$ cat src/rtl/debounced_reg_memory_pkg.sv
// Shared helpers for the debounced register memory.
package debounced_reg_memory_pkg;

   // True when v is a non-zero power of two.
   function automatic bit is_pow2(input int unsigned v);
      return (v != 0) && ((v & (v - 1)) == 0);
   endfunction

endpackage

$ cat src/rtl/debounced_reg_memory_btn_debounce.sv
// Two-flop synchroniser plus stability-counter debouncer for a raw push-button.
// rise_c is a one-cycle pulse in the cycle after the debounced level goes high.
module btn_debounce #(
   parameter int unsigned DB_CYCLES = 1_000_000
) (
   input  logic clk,
   input  logic rst,
   input  logic btn,
   output logic rise_c
);

   localparam int unsigned CW = $clog2(DB_CYCLES);

   logic          s1;
   logic          s2;
   logic          level;
   logic          level_d;
   logic [CW-1:0] cnt;

   // Synchronise, count consecutive mismatching cycles, flip level once stable.
   always_ff @(posedge clk) begin
      if (rst) begin
         s1      <= 1'b0;
         s2      <= 1'b0;
         level   <= 1'b0;
         level_d <= 1'b0;
         cnt     <= '0;
      end else begin
         s1      <= btn;
         s2      <= s1;
         level_d <= level;
         if (s2 == level) begin
            cnt <= '0;
         end else if (cnt == CW'(DB_CYCLES - 1)) begin
            level <= ~level;
            cnt   <= '0;
         end else begin
            cnt <= cnt + CW'(1);
         end
      end
   end

   assign rise_c = level & ~level_d;

endmodule

$ cat src/rtl/debounced_reg_memory.sv
// Flip-flop word memory written once per debounced button press, with a
// registered read port that shows either the addressed word or a scan pointer.
module debounced_reg_memory
   import debounced_reg_memory_pkg::*;
#(
   parameter int unsigned WIDTH       = 8,
   parameter int unsigned DEPTH       = 4,
   parameter int unsigned DB_CYCLES   = 1_000_000,
   parameter int unsigned SCAN_CYCLES = 100_000_000
) (
   input  logic                       clk,
   input  logic                       rst,
   input  logic [WIDTH-1:0]           data,
   input  logic [$clog2(DEPTH)-1:0]   addr,
   input  logic                       store,
   input  logic                       scan,
   output logic [WIDTH-1:0]           rd_data,
   output logic [$clog2(DEPTH)-1:0]   rd_addr,
   output logic                       rd_valid,
   output logic                       wr_ack
);

   localparam int unsigned AW = $clog2(DEPTH);
   localparam int unsigned PW = (SCAN_CYCLES > 1) ? $clog2(SCAN_CYCLES) : 1;

   // Elaboration-time parameter sanity checks.
   if (!is_pow2(DEPTH) || (DEPTH < 2)) begin : g_bad_depth
      $error("debounced_reg_memory: DEPTH must be a power of two >= 2");
   end
   if (DB_CYCLES < 2) begin : g_bad_db
      $error("debounced_reg_memory: DB_CYCLES must be >= 2");
   end

   logic [WIDTH-1:0] mem [DEPTH];
   logic [DEPTH-1:0] valid;
   logic             commit_c;
   logic             scan_d;
   logic [PW-1:0]    pre;
   logic [AW-1:0]    ptr;
   logic [AW-1:0]    sel_c;

   btn_debounce #(
      .DB_CYCLES (DB_CYCLES)
   ) u_store_db (
      .clk    (clk),
      .rst    (rst),
      .btn    (store),
      .rise_c (commit_c)
   );

   // Commit one word per debounced press; data and addr sampled at that edge.
   always_ff @(posedge clk) begin
      if (rst) begin
         for (int unsigned i = 0; i < DEPTH; i++) begin
            mem[i] <= '0;
         end
         valid <= '0;
      end else if (commit_c) begin
         mem[addr]   <= data;
         valid[addr] <= 1'b1;
      end
   end

   // Scan prescaler and pointer; restart on a scan rising edge, idle at 0 when off.
   always_ff @(posedge clk) begin
      if (rst) begin
         scan_d <= 1'b0;
         pre    <= '0;
         ptr    <= '0;
      end else begin
         scan_d <= scan;
         if (!scan || !scan_d) begin
            pre <= '0;
            ptr <= '0;
         end else if (pre == PW'(SCAN_CYCLES - 1)) begin
            pre <= '0;
            ptr <= ptr + AW'(1);
         end else begin
            pre <= pre + PW'(1);
         end
      end
   end

   assign sel_c = scan ? ptr : addr;

   // Registered read port with write-first bypass when commit hits the read address.
   always_ff @(posedge clk) begin
      if (rst) begin
         rd_data  <= '0;
         rd_addr  <= '0;
         rd_valid <= 1'b0;
         wr_ack   <= 1'b0;
      end else begin
         rd_addr <= sel_c;
         wr_ack  <= commit_c;
         if (commit_c && (addr == sel_c)) begin
            rd_data  <= data;
            rd_valid <= 1'b1;
         end else begin
            rd_data  <= mem[sel_c];
            rd_valid <= valid[sel_c];
         end
      end
   end

endmodule
$ cat config.mk
export PLATFORM = sky130hd
export DESIGN_NAME = debounced_reg_memory
export DESIGN_NICKNAME = d
export VERILOG_FILES = /design/src/rtl/debounced_reg_memory_pkg.sv /design/src/rtl/debounced_reg_memory_btn_debounce.sv /design/src/rtl/debounced_reg_memory.sv
export SDC_FILE = /design/constraint.sdc
export NUM_CORES = 1
export LEC_CHECK = 0
export CORE_MARGIN = 5
export CORE_UTILIZATION = 30
export CTS_BUF_LIST = sky130_fd_sc_hd__clkbuf_4 sky130_fd_sc_hd__clkbuf_8
export DETAILED_ROUTE_END_ITERATION = 10
export PLACE_DENSITY = 0.59
export RECOVER_POWER = 50
export SYNTH_ARGS = -nofsm -noshare
export SYNTH_HDL_FRONTEND = slang
export SYNTH_HIERARCHICAL = 1
export SYNTH_SLANG_ARGS = --single-unit
$ cat constraint.sdc
create_clock -name clk -period 2.3 [get_ports clk]
set_clock_uncertainty 0.15 [all_clocks]
set_input_delay 0.345 -clock clk [delete_from_list [all_inputs] [get_ports clk]]
set_output_delay 0.345 -clock clk [all_outputs]
set_load 0.02 [all_outputs]
==> impl_metrics.py <==
metrics = {
    "synthesis": {
        "ys_ff_latch": 102,
        "synthArstFlopShare_pct": 0,
        "synth-seq-area-share_pct": 54.18,
        "synth_area_mm2": 0.004360,
        "synth-main-ff-cell": "dfxtp_1",
        "syn_avg_cell_area_um2": 10.69,
        "synth-edff-count": 32,
        "synthCells": 408,
        "synth_nets": 424,
        "ys.warnings.count": 6,
        "synth_cell_type_count": 48,
    },
    "final_layout": {
        "antenna_cells": 0,
        "area_growth_pct": 17.50,
        "design_area_mm2": 0.005124,
        "fill_cells": 1424,
        "utilization_pct": 35.66,
        "final_common_cell": "dfxtp_1",
        "final_cell_mix": "dfxtp_1 (70), nor2_1 (47), edfxtp_1 (32)",
        "fin_nets": 475,
        "drive_gt1_share_pct": 12.72,
    },
    "setup_path": {
        "startpoint_type": "register",
        "cpMaxStageDelayCell": "or4_1",
        "cp.required_ps": 2460,
        "crit_path_cell_trace": "ha_1 -> nand2_1 -> or4_1 -> or4_1 -> a21oi_1",
        "crit_fanout": 7,
        "worstPathArrival_ps": 2320,
        "cpPeakStageDelay_ps": 660,
        "path_buf_inv": 0,
        "critPathTopFamily": "simple AND/OR/NAND/NOR gates",
        "path_common_cell": "or4_1",
        "end_kind": "register",
        "crit_type": "reg -> reg",
    },
    "drt": {
        "drtIter0Drc": 195,
        "wl_mm": 8.691,
        "viasPerCell": 4.662,
        "dr.pass1.iters": 5,
        "final_antenna_net_count": 0,
        "drc": 0,
        "post_drt_wl_per_cell_um": 13.41,
        "vias": 3021,
    },
    "sta": {
        "setup_viol_count_final": 0,
        "finalMaxSlewViolations": 0,
        "final.period_utilization_pct": 93.93,
        "relSlewSlack_pct": 57.84,
        "fmax_mhz": 462.9,
        "rsz0062_at_grt": "false",
        "hold_viol": 0,
        "setup_slack_ps": 139.6,
        "worstMarginPinSlew_ps": 632.4,
        "finalSetupTns_ps": 0,
        "min_period_ps": 2160,
    },
    "cts": {
        "clockBufferDepth": 2,
        "cts_hold_buf": 0,
        "cts_buffers": 9,
        "post_cts_resize_count": 0,
        "post_cts_buffers": 0,
        "numClockSinks": 102,
        "htree_levels": 3,
        "clockRootBuffer": "clkbuf_8",
        "path_clk_slew_ps": 100,
        "cts_tree": "yes",
        "clk_latency_ps": 370,
    },
    "placement": {
        "pre_cts_slack_ps": -146.7,
        "dpl_cell_area_mm2": 0.004981,
        "dp_hpwl_mm": 6.247,
        "place_congestion": 0.8328,
        "portBuffers": 25,
    },
    "floorplan": {
        "die_area_mm2": 0.01705,
        "die_x_um": 130.6,
        "initial_core_util_pct": 30.35,
        "die_height_um": 130.6,
        "rows": 44,
        "coreArea_mm2": 0.01437,
        "ios": 26,
    },
    "run_status": {
        "outcome": "complete, no violations",
    },
    "global_route": {
        "grt_max_degree": 25,
        "overflow": 0,
        "grt_pass1_vias": 3015,
        "grt_usage_pct": 11.07,
        "antenna_found_initial": 0,
        "grt_pass1_wl_mm": 14.59,
    },
    "power": {
        "power_leakage_uw": 0.001794,
        "vdd_drop_max_uv": 470.0,
        "p_per_area_mw_per_mm2": 612.3,
    },
    "job": {
        "drv_cap": 0,
    },
    "hold_path": {
        "holdCritPathClass": "reg -> reg",
    },
}
==> power by group <==
group | internal (uW) | switching, uW | total, uW
sequential | 1900 | 13.0 | 1910
clock | 414 | 634 | 1050
combinational | 90.6 | 90.8 | 181
==> flip-flops by register name (all words and copies together), names as in the netlist, 2 cells and up <==
register and cells:
ptr 2, u_store_db/cnt 20, mem 32, rd_data 8
valid 4, rd_addr 2, pre 27
==> per-stage QoR <==
stage,cells,power [uW],hold slack [ps]
2_1_floorplan,408,2042,263.8
3_3_place_gp,632,2140,274.3
3_5_place_dp,632,2143,275.6
4_1_cts,648,3207,300.8
5_1_grt,648,3306,317.5
6_report,648,3137,297.2
==> routing by layer <==
layer  track usage [%]  routed length [um]
met5                 0                   0
met4             2.783                  71
met3             4.593                 255
met2             18.31                4329
met1             13.43                4034
==> path summary, 6_finish.rpt <==
kind | end | from | depth (start not counted) | slack, ps
worst min register to register | u_store_db/s2 | u_store_db/s1 | 1 | 300
worst min-delay path | u_store_db/s2 | u_store_db/s1 | 1 | 300
worst max register to register | u_store_db/cnt[18] | u_store_db/cnt[1] | 5 | 140
worst max-delay path | u_store_db/cnt[18] | u_store_db/cnt[1] | 5 | 140
==> logic make-up after synthesis <==
logic type	count (synthesis)	share of synthesized area, %
buffers and inverters	21	2.410
multiplexers	12	5.337
AO/OA/AOI/OAI	40	5.653
XOR/XNOR	38	7.633
AND/OR/NAND/NOR	193	24.22
flip-flops	102	54.17
adder cells (fa/ha/maj)	2	0.5738
==> cells in the mapped netlist (9+ instances only) <==
| cell type | instances | area (um^2) |
|---|---|---|
| a21oi_1 | 17 | 85.08 |
| and3_1 | 10 | 62.56 |
| dfxtp_1 | 70 | 1401 |
| inv_1 | 10 | 37.54 |
| nor2_1 | 47 | 176.4 |
| xor2_1 | 28 | 245.2 |
| nand2_1 | 25 | 93.84 |
| and2_1 | 26 | 162.7 |
| nand3_1 | 23 | 115.1 |
| edfxtp_1 | 32 | 960.9 |
| xnor2_1 | 10 | 87.58 |
| nand4_1 | 12 | 75.07 |
| mux4_2 | 9 | 202.7 |
==> cell type report <==
type / count / area [um^2] / share of cell area [%]
Clock buffer: 10 / 131.4 / 2.564
Clock inverter: 6 / 45.04 / 0.8791
Inverter: 10 / 37.54 / 0.7326
Multi-Input combinational cell: 285 / 1883 / 36.75
Sequential cell: 102 / 2362 / 46.11
Tap cell: 184 / 230.2 / 4.493
Timing Repair Buffer: 51 / 434.2 / 8.474
No activity file was read; power rests on OpenSTA's default activity.
